`config.mk`:
```
export PLATFORM = sky130hd
export DESIGN_NAME = add_scheduler
export DESIGN_NICKNAME = d
export VERILOG_FILES = /design/src/rtl/add_scheduler.sv
export SDC_FILE = /design/constraint.sdc
export NUM_CORES = 1
export LEC_CHECK = 0
export CAP_MARGIN = 0
export CORE_MARGIN = 4
export CORE_UTILIZATION = 50
export CTS_BUF_LIST = sky130_fd_sc_hd__clkbuf_8
export CTS_CLUSTER_SIZE = 10
export DETAILED_ROUTE_END_ITERATION = 6
export DONT_BUFFER_PORTS = 1
export HOLD_SLACK_MARGIN = 0.12
export PLACE_DENSITY = 0.66
export SETUP_SLACK_MARGIN = 0.3
export SLEW_MARGIN = 0
export SYNTH_ARGS = -nofsm -noshare
export SYNTH_HDL_FRONTEND = slang
export SYNTH_SLANG_ARGS = --single-unit
```
`constraint.sdc`:
```
create_clock -name clk -period 1.5 [get_ports clk]
set_input_delay 0.3 -clock clk [delete_from_list [all_inputs] [get_ports clk]]
set_output_delay 0.3 -clock clk [all_outputs]
set_load 0.03 [all_outputs]
```
`src/rtl/add_scheduler.sv`:
```
// -----------------------------------------------------------------------------
// add_scheduler
//
// Time-shares one external WORD-bit carry-lookahead adder slice between two
// requesters. An accepted W-bit add (W = WORD*SLICES) is computed over SLICES
// consecutive passes, least-significant slice first. The carry out of each
// pass is registered and fed back as the carry into the next pass.
//
// Ports
//   clk, rst                    clock and synchronous active-high reset
//   req0_valid/ready/a/b        requester 0 handshake and operands
//   req1_valid/ready/a/b        requester 1 handshake and operands
//   slice_a, slice_b, slice_cin operand slice and carry driven to the CLA slice
//   slice_s, slice_cout         combinational sum/carry returned by the slice
//   res_valid, res_ready        result handshake
//   res_sum, res_cout, res_id   W-bit sum, final carry, owning requester
//
// Timing: a request accepted in cycle N is presented from cycle N+SLICES+1 and
// held until consumed. The block then spends one cycle in idle, giving one add
// every SLICES+2 cycles under continuous demand.
// -----------------------------------------------------------------------------
module add_scheduler #(
   parameter int unsigned WORD   = 16,
   parameter int unsigned SLICES = 2
) (
   input  logic                     clk,
   input  logic                     rst,

   input  logic                     req0_valid,
   output logic                     req0_ready,
   input  logic [WORD*SLICES-1:0]   req0_a,
   input  logic [WORD*SLICES-1:0]   req0_b,

   input  logic                     req1_valid,
   output logic                     req1_ready,
   input  logic [WORD*SLICES-1:0]   req1_a,
   input  logic [WORD*SLICES-1:0]   req1_b,

   output logic [WORD-1:0]          slice_a,
   output logic [WORD-1:0]          slice_b,
   output logic                     slice_cin,
   input  logic [WORD-1:0]          slice_s,
   input  logic                     slice_cout,

   output logic                     res_valid,
   input  logic                     res_ready,
   output logic [WORD*SLICES-1:0]   res_sum,
   output logic                     res_cout,
   output logic                     res_id
);

   localparam int unsigned W    = WORD * SLICES;
   localparam int unsigned IdxW = (SLICES > 1) ? $clog2(SLICES) : 1;
   localparam logic [IdxW-1:0] LastIdx = IdxW'(SLICES - 1);

   typedef enum logic [1:0] {
      StIdle,
      StRun,
      StDone
   } state_e;

   // --------------------------------------------------------------------------
   // State
   // --------------------------------------------------------------------------
   state_e          state_q, state_d;
   logic [IdxW-1:0] idx_q,   idx_d;
   logic [W-1:0]    a_q,     a_d;
   logic [W-1:0]    b_q,     b_d;
   logic            id_q,    id_d;
   logic            prio_q,  prio_d;   // 0: requester 0 wins a tie
   logic            carry_q, carry_d;  // carry out of the previous pass
   logic [W-1:0]    sum_q,   sum_d;
   logic            cout_q,  cout_d;

   logic            grant0;
   logic            grant1;

   // --------------------------------------------------------------------------
   // Round-robin arbitration. Ready is only offered in idle, only to a valid
   // requester, and never while reset is asserted.
   // --------------------------------------------------------------------------
   always_comb begin
      grant0 = 1'b0;
      grant1 = 1'b0;
      if ((state_q == StIdle) && !rst) begin
         if (req0_valid && req1_valid) begin
            grant0 = ~prio_q;
            grant1 = prio_q;
         end else begin
            grant0 = req0_valid;
            grant1 = req1_valid;
         end
      end
   end

   assign req0_ready = grant0;
   assign req1_ready = grant1;

   // --------------------------------------------------------------------------
   // Slice datapath: select the current operand slice; everything is zero
   // outside RUN so the shared adder sees quiet inputs.
   // --------------------------------------------------------------------------
   always_comb begin
      slice_a   = '0;
      slice_b   = '0;
      slice_cin = 1'b0;
      if (state_q == StRun) begin
         for (int unsigned i = 0; i < SLICES; i++) begin
            if (idx_q == IdxW'(i)) begin
               slice_a = a_q[i*WORD +: WORD];
               slice_b = b_q[i*WORD +: WORD];
            end
         end
         // The first pass starts a fresh add; later passes chain the carry.
         slice_cin = (idx_q != '0) ? carry_q : 1'b0;
      end
   end

   // --------------------------------------------------------------------------
   // Next-state logic
   // --------------------------------------------------------------------------
   always_comb begin
      state_d = state_q;
      idx_d   = idx_q;
      a_d     = a_q;
      b_d     = b_q;
      id_d    = id_q;
      prio_d  = prio_q;
      carry_d = carry_q;
      sum_d   = sum_q;
      cout_d  = cout_q;

      unique case (state_q)
         StIdle: begin
            if (grant0 || grant1) begin
               a_d     = grant1 ? req1_a : req0_a;
               b_d     = grant1 ? req1_b : req0_b;
               id_d    = grant1;
               // The requester just served loses the next tie.
               prio_d  = grant0;
               idx_d   = '0;
               carry_d = 1'b0;
               state_d = StRun;
            end
         end

         StRun: begin
            for (int unsigned i = 0; i < SLICES; i++) begin
               if (idx_q == IdxW'(i)) begin
                  sum_d[i*WORD +: WORD] = slice_s;
               end
            end
            carry_d = slice_cout;
            if (idx_q == LastIdx) begin
               cout_d  = slice_cout;
               state_d = StDone;
            end else begin
               idx_d = idx_q + IdxW'(1);
            end
         end

         StDone: begin
            // Result registers are untouched here, so the output stays stable
            // until the consumer takes it.
            if (res_ready) begin
               state_d = StIdle;
            end
         end

         default: begin
            state_d = StIdle;
         end
      endcase
   end

   // --------------------------------------------------------------------------
   // Registers
   // --------------------------------------------------------------------------
   always_ff @(posedge clk) begin
      if (rst) begin
         state_q <= StIdle;
         idx_q   <= '0;
         a_q     <= '0;
         b_q     <= '0;
         id_q    <= 1'b0;
         prio_q  <= 1'b0;
         carry_q <= 1'b0;
         sum_q   <= '0;
         cout_q  <= 1'b0;
      end else begin
         state_q <= state_d;
         idx_q   <= idx_d;
         a_q     <= a_d;
         b_q     <= b_d;
         id_q    <= id_d;
         prio_q  <= prio_d;
         carry_q <= carry_d;
         sum_q   <= sum_d;
         cout_q  <= cout_d;
      end
   end

   // --------------------------------------------------------------------------
   // Outputs
   // --------------------------------------------------------------------------
   assign res_valid = (state_q == StDone);
   assign res_sum   = sum_q;
   assign res_cout  = cout_q;
   assign res_id    = id_q;

endmodule

```
Yosys cells after proc, flatten, opt, wreduce, memory -nomap -nowiden
Index checks and enable logic that the tools add are counted.

Flip-flop bits (word level): 103. Output and inout bits: 70. Word-level logic and storage cells: 49.

Add/sub/neg operators: 1. Equal/unequal tests: 5. Mux-type cells: 20. Bitwise gates (word level): 2. Reductions and logical operators: 11.

Operator list (count): $mux W16 (4); $mux W32 (2); $mux W1 (8); $reduce_and A2 Y1 (4); $mux W2 (3); $pmux W2 S3 (1); $ne A2 B1 Y1 const B (2); $pmux W1 S2 (2); $reduce_and A3 Y1 (1); $eq A2 B1 Y1 const B (1); $eq A2 B2 Y1 const B (1); $logic_and A1 B1 Y1 (2); $logic_not A2 Y1 (1); $ne A2 B2 Y1 const B (1); $not A1 Y1 (2); $reduce_bool A2 Y1 (1); $add A1 B1 Y1 const B (1); $logic_not A1 Y1 (1); $logic_or A1 B1 Y1 (1).

Logic depth before layout (Yosys ltp)
Gate-level depths: netlist (run 1).

Word-level depth: 6. Depth in mapped cells: 7. Gate-level depth less buffers: 3.

Worst setup path after synthesis (run 1)
OpenSTA, ideal clock, no wires.

Path type: reg2out. Start point: register idx_q. End point: output port slice_b[0]. Arrival: 1.488 ns. Path slack: -0.288 ns. Cell stages (with the launch flop): 5. Buffers on the path: 2. Cells stage by stage: dfxtp_1 -> buf_2 -> buf_1 -> mux2i_1 -> nor2_1.

Longest elaborated chain between the ends: 2.

RTL lines: start: declaration (line 66) `logic [IdxW-1:0] idx_q, idx_d;`; start signal: assignment (line 192) `idx_q <= idx_d;`; $mux W16 (line 109) `if (idx_q == IdxW'(i)) begin`; $mux W16 (line 107) `if (state_q == StRun) begin`; end: declaration (line 40) `output logic [WORD-1:0] slice_b,`.

No other way between the ends.

Worst setup path after layout (run 1)
Start point: register idx_q. End point: output port slice_b[6].

Same word-level chain as after synthesis.

==> results.py, run 1 <==
metrics = {
    "worst_setup_path": {
        "critPathCaptureType": "primary output",
        "r2r_start": "state_q[0]$_SDFFE_PP0P_",
        "required_ps": 1200,
        "crit_type": "flip-flop to primary output",
        "cp_max_fo": 9,
        "worst-path-stages": 4,
        "critPathBufInv": 2,
        "cp-endpoint": "slice_b[6]",
        "reg2reg_to": "a_q[0]$_SDFFE_PP0P_",
        "r2r_cells": 9,
        "setup.worst_path.start": "idx_q$_SDFFE_PP0P_",
        "rrSetupSlack_ps": -250,
        "crit_chain": "buf_12 -> mux2i_4 -> nor2_4 -> buf_6",
        "max_stage_delay_ps": 450,
        "startpoint_type": "flip-flop",
        "arrival_ps": 1560,
        "slowest_stage": "dfxtp_4",
        "crit_family": "flip-flops",
    },
    "placement": {
        "preCtsSetupSlack_ps": -15.52,
        "dp_hpwl_um": 12560,
        "place.gp.congestion": 0.9275,
        "place_area_um2": 6355,
        "io_buffers": 0,
    },
    "status": {
        "violations": "hold timing, setup timing",
        "status": "finished, violations left",
    },
    "power": {
        "p_leak_uw": 0.002661,
        "power_density_nw_per_um2": 913.9,
        "ir_drop_uv": 707.9,
    },
    "drt": {
        "vias_per_cell": 7.155,
        "routed_wl_um": 23070,
        "vias": 5939,
        "wl_per_cell_um": 27.79,
        "firstDrtPassIters": 5,
        "drc_errors": 0,
        "postRouteAntennaNets": 0,
        "drt_iter0_markers": 657,
    },
    "grt": {
        "overflow": 0,
        "grt_pass1_vias": 5866,
        "grt_usage_pct": 32.89,
        "grt_pass1_wl_um": 33260,
        "grt_max_degree": 105,
        "antenna_found_initial": 0,
    },
    "clock_tree": {
        "clkTransAtPathRegs_ps": 120,
        "postCtsHoldBufs": 2,
        "clock_path_buffers": 2,
        "cts_buffers": 9,
        "cts_tree": "yes",
        "clkLatencyLatePin_ps": 390,
        "clock-root-buffer": "clkbuf_8",
        "clkSinkCount": 103,
        "htreeDepth": 3,
    },
    "sta": {
        "max_freq_ghz": 0.5378,
        "tightest_slew_ps": 474.0,
        "setup_ws_ps": -359.4,
        "max_slew_margin_pct": 68.28,
        "fin_setup_tns_ps": -20560,
        "fin_crit_sh_pct": 124.0,
        "fin_skew_ps": 20.02,
        "setup_viol": 117,
        "min_period_ps": 1859,
        "slew_viol_final": 0,
        "hold_slack_ps": -47.68,
        "rsz0062_at_grt": "true",
        "hold_violations": 35,
    },
    "synthesis": {
        "synth_warnings": 0,
        "ys_seq_area_share_pct": 37.54,
        "avgSynthCellArea_um2": 8.503,
        "syn_inst": 646,
        "ys_ff_latch": 103,
        "ys_types": 32,
        "synth.cell_area_um2": 5493,
        "syn_nets": 796,
    },
    "worst_hold_path": {
        "hp-class": "primary input to flip-flop",
    },
    "finish": {
        "drive_above_1_share_pct": 62.03,
        "layout_commonest_cell": "a21oi_2",
        "fin_nets": 835,
        "syn_to_final_growth_pct": 58.43,
        "most-common-layout-cells": "a21oi_2 (73), dfxtp_1 (66), nand4_1 (64)",
        "diodes": 0,
        "fillers": 601,
        "design_area_um2": 8702,
    },
    "run": {
        "max_cap_violations": 0,
    },
    "floorplanning": {
        "die_x_um": 112.8,
        "ios": 220,
        "coreArea_um2": 10790,
        "rows": 38,
        "dieArea_um2": 12730,
        "initial_core_util_pct": 50.89,
        "die_height_um": 112.8,
    },
}
report_power, final:
group,total (uW),switching (uW),internal [uW],leakage (uW)
logic,2750,1390,1360,0.00170
registers,3330,366,2970,0.000864
clock network,1870,1200,673,0.000102
total,7950,2960,5000,0.00266
cell type report:
cell class                 instances  area (um2)  area share (%)
tap                              140       175.2           2.013
clock buffer                       9       123.9           1.423
sequential                       103        2111           24.26
clock inverter                     7       87.58           1.006
timing repair buffer             118        1857           21.34
inverter                           3       16.27          0.1869
multi-input combinational        450        4332           49.78
routing by layer:
| metal | vias up | share of wire (%) | track usage, % |
|---|---|---|---|
| met3 | 85 | 10 | 9.358 |
| met5 | - | 0 | 0 |
| met4 | 0 | 4.3 | 13.22 |
| met1 | 2849 | 36 | 41.18 |
| li1 | 2570 | - | - |
| met2 | 435 | 49 | 53.48 |
per-stage QoR:
stage | hold WS (ps) | power [uW] | instances | util (%)
2_1_floorplan | 436.0 | 4581 | 646 | -
3_3_place_gp | 379.1 | 4946 | 769 | 58.88
3_5_place_dp | 382.8 | 4994 | 769 | 58.88
4_1_cts | -55.49 | 7599 | 820 | 74.02
5_1_grt | -70.27 | 8223 | 830 | 80.63
6_report | -47.68 | 7953 | 830 | 80.63
kinds of logic (layout without fill, tap and decap cells):
logic type	after synthesis	count (layout)	synth area share (%)
flip-flops	103	103	37.54
buffers and inverters	94	137	7.904
AO/OA/AOI/OAI	233	233	32.10
multiplexers	32	32	5.831
AND/OR/NAND/NOR	184	185	16.63
synthesized netlist by cell type:
cell,instances,share of area (%)
a21oi_1,101,9.2
a311oi_1,64,10
a31o_2,1,0.16
and2_1,1,0.11
and3_1,1,0.11
and3b_1,1,0.16
buf_1,8,0.55
buf_2,29,2.6
buf_6,6,1.2
clkbuf_1,48,3.3
dfxtp_1,103,38
inv_1,2,0.14
inv_2,1,0.068
mux2i_1,32,5.8
nand2_1,68,4.6
nand2b_1,3,0.34
nand3_1,1,0.091
nand3b_1,2,0.27
nand4_1,64,7.3
nor2_1,33,2.3
nor2_2,1,0.11
nor2b_1,3,0.34
nor3_1,1,0.091
nor3_2,1,0.18
nor3b_2,1,0.23
o211ai_1,1,0.14
o21ai_0,2,0.18
o31ai_1,26,3.6
o31ai_2,38,8.7
or2_2,1,0.11
or3_1,1,0.11
or3b_2,1,0.16
worst reg2reg max path, delay by kind of cell, from the launching register on:
| kind | cells | cell delay (ps) |
|---|---|---|
| compound gates | 1 | 240 |
| simple gates | 2 | 320 |
| flops | 1 | 360 |
| buf+inv | 6 | 770 |
flip-flops by register name, indices dropped and copies added (netlist names):
signal / flops
b_q: 32
state_q: 2
a_q: 32
res_sum: 32
res_id: 1
res_cout: 1
carry_q: 1
idx_q: 1
prio_q: 1
timing repair:
item / in CTS / in global routing
resized for setup: 222 / 129
cloned: 18 / 6
hold endpoints to repair: 102 / 101
endpoints found under the setup margin: 169 / 139
pin swaps: 131 / 81
buffers inserted: 15 / 4
worst min path at each step:
stage               cells past startpoint                       end        from
floorplan                               2   res_sum[0]$_SDFFE_PP0P_  slice_s[0]
global placement                        1        idx_q$_SDFFE_PP0P_         rst
finish                                  1  res_sum[15]$_SDFFE_PP0P_         rst
detailed placement                      1  res_sum[15]$_SDFFE_PP0P_         rst
global route                            1   res_sum[9]$_SDFFE_PP0P_         rst
CTS                                     1  res_sum[30]$_SDFFE_PP0P_         rst
Note: power is estimated with default switching activity, not from simulation.
==> run 2, diff against run 1 <==
--- a/config.mk
+++ b/config.mk
@@ -14,6 +14,7 @@
 export DONT_BUFFER_PORTS = 1
 export HOLD_SLACK_MARGIN = 0.12
 export PLACE_DENSITY = 0.66
+export RECOVER_POWER = 25
 export SETUP_SLACK_MARGIN = 0.3
 export SLEW_MARGIN = 0
 export SYNTH_ARGS = -nofsm -noshare
==> constraint.sdc (replaced) <==
create_clock -name clk -period 1.7 [get_ports clk]
set_input_delay 0.34 -clock clk [delete_from_list [all_inputs] [get_ports clk]]
set_output_delay 0.34 -clock clk [all_outputs]
set_load 0.03 [all_outputs]
==> results.py, run 2 (synthesis results as in run 1) <==
metrics = {
    "finish": {
        "drive_above_1_share_pct": 44.92,
        "final_cells": 799,
        "fin_nets": 804,
        "layout_commonest_cell": "dfxtp_1",
        "most-common-layout-cells": "dfxtp_1 (100), a21oi_1 (82), nand4_1 (64)",
        "final_util_pct": 75.60,
        "syn_to_final_growth_pct": 48.54,
        "diodes": 0,
        "design_area_um2": 8159,
    },
    "worst_setup_path": {
        "rrSetupSlack_ps": -150,
        "cp_max_fo": 8,
        "startpoint_type": "flip-flop",
        "required_ps": 1940,
        "arrival_ps": 2100,
        "critPathCaptureType": "flip-flop",
        "r2r_cells": 8,
        "reg2reg_to": "a_q[17]$_SDFFE_PP0P_",
        "r2r_start": "state_q[0]$_SDFFE_PP0P_",
        "crit_type": "flip-flop to flip-flop",
    },
    "grt": {
        "grt_usage_pct": 30.20,
        "antenna_found_initial": 0,
        "overflow": 0,
        "grt_max_degree": 105,
        "grt_pass1_wl_um": 30930,
        "grt_pass1_vias": 5463,
    },
    "placement": {
        "preCtsSetupSlack_ps": 129.4,
        "place_area_um2": 5951,
        "dpl.cell_count": 730,
        "dp_hpwl_um": 11650,
        "io_buffers": 0,
        "place.gp.congestion": 0.8727,
    },
    "clock_tree": {
        "cts_buffers": 9,
        "clock_path_buffers": 2,
        "clkTransAtPathRegs_ps": 110,
        "clkSinkCount": 103,
        "clkLatencyLatePin_ps": 380,
        "cts_tree": "yes",
        "clock-root-buffer": "clkbuf_8",
        "htreeDepth": 3,
    },
    "sta": {
        "fin_skew_ps": 13.32,
        "rsz0062_at_grt": "true",
        "fin_crit_sh_pct": 109.1,
        "tightest_slew_ps": 525.5,
        "hold_violations": 0,
        "setup_viol": 101,
        "setup_ws_ps": -154.8,
        "max_slew_margin_pct": 64.97,
        "slew_viol_final": 0,
        "min_period_ps": 1855,
        "max_freq_ghz": 0.5391,
    },
    "floorplanning": {
        "coreArea_um2": 10790,
        "initial_core_util_pct": 50.89,
        "rows": 38,
        "ios": 220,
        "dieArea_um2": 12730,
        "die_x_um": 112.8,
        "die_height_um": 112.8,
    },
    "run": {
        "max_cap_violations": 0,
    },
    "drt": {
        "routed_wl_um": 21920,
        "drc_errors": 0,
        "postRouteAntennaNets": 0,
        "firstDrtPassIters": 5,
        "vias": 5732,
        "wl_per_cell_um": 27.43,
        "vias_per_cell": 7.174,
        "drt_iter0_markers": 606,
    },
    "power": {
        "total_power_uw": 6719,
        "p_leak_uw": 0.002402,
        "power_density_nw_per_um2": 823.5,
        "ir_drop_uv": 466.6,
    },
    "status": {
        "status": "finished, violations left",
        "violations": "setup timing",
    },
    "worst_hold_path": {
        "hold-path-endpoint": "idx_q$_SDFFE_PP0P_",
        "hp-class": "primary input to flip-flop",
        "hold_depth": 1,
        "hp-start": "rst",
    },
}
## run 2: layout make-up
type / instances / area (um2)
well taps: 140 / 175.2
clock inverters: 6 / 45.04
flip-flops and latches: 103 / 2073
inverters: 3 / 16.27
repair buffers: 86 / 1446
fillers: 692 / 2634
multi-input cells: 451 / 4265
clock buffers: 10 / 137.6
## run 2: per-layer routing
| layer | GRT usage (%) | wire length [um] | up-vias |
|---|---|---|---|
| met4 | 10.50 | 800 | 0 |
| met1 | 38.19 | 8177 | 2783 |
| met2 | 49.88 | 10830 | 373 |
| met3 | 7.968 | 2113 | 63 |
| met5 | 0 | 0 | - |
| li1 | - | - | 2513 |
## run 2: worst max-delay path by stage
stage	to	slack, ps	cells past startpoint	start
after global placement	a_q[15]$_SDFFE_PP0P_	160	4	state_q[1]$_SDFFE_PP0P_
after detailed placement	a_q[16]$_SDFFE_PP0P_	130	4	state_q[1]$_SDFFE_PP0P_
after CTS	slice_a[14]	-90	4	state_q[1]$_SDFFE_PP0P_
after floorplan	b_q[19]$_SDFFE_PP0P_	130	6	state_q[1]$_SDFFE_PP0P_
after global routing	a_q[17]$_SDFFE_PP0P_	-180	8	state_q[0]$_SDFFE_PP0P_
final	a_q[17]$_SDFFE_PP0P_	-150	8	state_q[0]$_SDFFE_PP0P_
## run 2: worst max-delay path: stages (launching register included)
cell	delay (ps)
dfxtp_4	360
buf_6	120
buf_6	110
or3_4	450
nor2_4	170
buf_12	160
buf_12	110
buf_16	120
a311oi_1	120
## run 2: stage by stage
stage	TNS (ps)	hold slack, ps
2_1_floorplan	0	464.9
3_5_place_dp	0	418.9
3_3_place_gp	0	418.5
5_1_grt	-11640	0.06831
6_report	-8373	23.12
4_1_cts	-4529	11.97
## run 2: timing repair
action                     CTS  global route
pin swaps                   24            80
gates resized for setup    109           122
gates cloned                16             7
buffers inserted            26             4
hold endpoints to repair   101           101
setup endpoints to repair  118           136
## run 2: report_power, final
group	total, uW	internal (uW)	switching, uW
Clock	1490	579	912
Sequential	2870	2610	259
Combinational	2360	1100	1260
Total	6720	4290	2430
==> run 3, diff against run 2 <==
--- a/config.mk
+++ b/config.mk
@@ -6,16 +6,18 @@
 export NUM_CORES = 1
 export LEC_CHECK = 0
 export CAP_MARGIN = 0
+export CELL_PAD_IN_SITES_DETAIL_PLACEMENT = 1
+export CELL_PAD_IN_SITES_GLOBAL_PLACEMENT = 1
 export CORE_MARGIN = 4
-export CORE_UTILIZATION = 50
+export CORE_UTILIZATION = 43
 export CTS_BUF_LIST = sky130_fd_sc_hd__clkbuf_8
 export CTS_CLUSTER_SIZE = 10
 export DETAILED_ROUTE_END_ITERATION = 6
 export DONT_BUFFER_PORTS = 1
 export HOLD_SLACK_MARGIN = 0.12
-export PLACE_DENSITY = 0.66
+export PLACE_DENSITY = 0.77
 export RECOVER_POWER = 25
-export SETUP_SLACK_MARGIN = 0.3
+export SETUP_SLACK_MARGIN = 0.15
 export SLEW_MARGIN = 0
 export SYNTH_ARGS = -nofsm -noshare
 export SYNTH_HDL_FRONTEND = slang
==> results.py, run 3 (synthesis results as in run 1) <==
metrics = {
    "floorplanning": {
        "coreArea_um2": 12570,
        "die_x_um": 121.0,
        "initial_core_util_pct": 43.70,
        "rows": 41,
        "ios": 220,
        "dieArea_um2": 14650,
        "die_height_um": 121.0,
    },
    "grt": {
        "grt_pass1_vias": 6047,
        "grt_usage_pct": 31.29,
        "antenna_found_initial": 0,
        "overflow": 0,
        "grt_pass1_wl_um": 35290,
        "grt_max_degree": 105,
    },
    "clock_tree": {
        "clock-root-buffer": "clkbuf_8",
        "clkLatencyLatePin_ps": 380,
        "clock_path_buffers": 2,
        "cts_buffers": 9,
        "htreeDepth": 3,
        "cts_tree": "yes",
        "clkTransAtPathRegs_ps": 110,
        "clkSinkCount": 103,
    },
    "sta": {
        "tightest_slew_ps": 681.4,
        "hold_violations": 0,
        "fin_crit_sh_pct": 118.0,
        "min_period_ps": 2006,
        "max_slew_margin_pct": 54.57,
        "slew_viol_final": 0,
        "setup_viol": 99,
        "fin_setup_tns_ps": -11610,
        "max_freq_ghz": 0.4986,
        "rsz0062_at_grt": "true",
        "hold_slack_ps": 20.82,
        "fin_skew_ps": 9.168,
        "setup_ws_ps": -305.6,
    },
    "drt": {
        "vias": 6087,
        "postRouteAntennaNets": 0,
        "drc_errors": 0,
        "routed_wl_um": 27530,
        "drt_iter0_markers": 463,
        "wl_per_cell_um": 32.09,
        "vias_per_cell": 7.094,
        "firstDrtPassIters": 6,
    },
    "finish": {
        "syn_to_final_growth_pct": 44.97,
        "drive_above_1_share_pct": 41.98,
        "final_cells": 858,
        "final_util_pct": 63.35,
        "diodes": 0,
        "layout_commonest_cell": "dfxtp_1",
        "fin_nets": 831,
        "most-common-layout-cells": "dfxtp_1 (100), a21oi_1 (76), nand2_1 (68)",
    },
    "placement": {
        "place.gp.congestion": 0.9028,
        "preCtsSetupSlack_ps": 73.15,
        "dp_hpwl_um": 13380,
        "dpl.cell_count": 787,
        "io_buffers": 0,
    },
    "power": {
        "p_leak_uw": 0.002557,
        "seq_power_share_pct": 41.7,
        "power.share.clock_pct": 24.6,
        "ir_drop_uv": 344.8,
        "p_comb_share_pct": 33.6,
        "p_int_uw": 4461,
        "p_sw_share_pct": 35.63,
        "power_density_nw_per_um2": 870.4,
        "p_sw_uw": 2469,
    },
    "worst_setup_path": {
        "crit_chain": "buf_6 -> nor3_4 -> buf_12 -> buf_6 -> buf_12 -> buf_12 -> buf_16 -> nand4_1 -> a311oi_2",
        "reg2reg_to": "b_q[21]$_SDFFE_PP0P_",
        "cp-endpoint": "b_q[21]$_SDFFE_PP0P_",
        "arrival_ps": 2280,
        "crit_type": "flip-flop to flip-flop",
        "r2r_start": "state_q[1]$_SDFFE_PP0P_",
        "setup.worst_path.start": "state_q[1]$_SDFFE_PP0P_",
        "r2r_cells": 9,
        "startpoint_type": "flip-flop",
        "required_ps": 1980,
        "cp_common_cell": "buf_12",
        "cp_max_fo": 8,
        "critPathCaptureType": "flip-flop",
        "slowest_stage": "dfxtp_2",
        "max_stage_delay_ps": 350,
        "rrSetupSlack_ps": -310,
    },
    "status": {
        "violations": "setup timing",
        "status": "finished, violations left",
    },
    "worst_hold_path": {
        "hp-class": "primary input to flip-flop",
    },
    "run": {
        "max_cap_violations": 0,
    },
}
[run 3: cell count changes in the layout (fill, tap and decap cells not counted), moves of 10 or more]
cell and change:
o31ai_4 -44, nor2_4 -26, o31ai_2 +25, nor2_2 +22, o31ai_1 +19, buf_6 +17, nand2_1 +16, nand2_2 -16
mux2i_1 +10
[run 3: metal layers]
layer	up-vias	wire [um]	track usage, %
li1	2552	-	-
met1	2974	9872	36.47
met3	114	2605	8.671
met2	447	13300	51.30
met4	0	1759	18.27
met5	-	0	0
[run 3: how the worst min path moves through the flow]
stage,slack [ps],to,startpoint,cells after the start
global route,8,res_sum[7]$_SDFFE_PP0P_,rst,1
CTS,7,res_sum[19]$_SDFFE_PP0P_,rst,1
detailed placement,420,res_sum[12]$_SDFFE_PP0P_,rst,1
global placement,420,res_sum[12]$_SDFFE_PP0P_,rst,1
finish,20,res_sum[8]$_SDFFE_PP0P_,rst,1
floorplan,460,carry_q$_SDFFE_PP0P_,carry_q$_SDFFE_PP0P_,2
[run 3: layout make-up]
| type | instances | area (um2) |
|---|---|---|
| tap | 172 | 215.2 |
| inverter | 3 | 16.27 |
| fill | 1329 | 4606 |
| clock inverter | 5 | 56.30 |
| timing repair buffer | 114 | 1815 |
| sequential | 103 | 2068 |
| multi-input combinational | 450 | 3640 |
| clock buffer | 11 | 151.4 |
[run 3: per-stage QoR]
step | cell area, um2 | total power, uW
after floorplan | 5525 | 3844
after global placement | 5929 | 4147
after detailed placement | 5929 | 4205
after CTS | 7217 | 6391
after global routing | 7963 | 7118
final | 7963 | 6931
[run 3: critical path: cells and delay by family (launching register included)]
family | cells | cell delay (ps)
buffers and inverters | 6 | 800
and+or+nand+nor | 2 | 400
AOI/OAI and AO/OA | 1 | 350
DFF | 1 | 350
[run 3: timing repair]
action,in CTS,in global routing
endpoints found under the hold margin,101,101
cloned,17,12
gates resized for setup,105,96
setup endpoints to repair,69,101
pin swaps,69,85
buffers inserted,21,6
[run 3: power groups by stage]
| stage | clock network [uW] | registers (uW) | logic [uW] |
|---|---|---|---|
| after CTS | 1670 | 2850 | 1870 |
| final | 1710 | 2890 | 2330 |
| after global routing | 1790 | 2900 | 2420 |
| after global placement | 0 | 2880 | 1270 |
| after detailed placement | 0 | 2880 | 1320 |
| after floorplan | 0 | 2810 | 1040 |
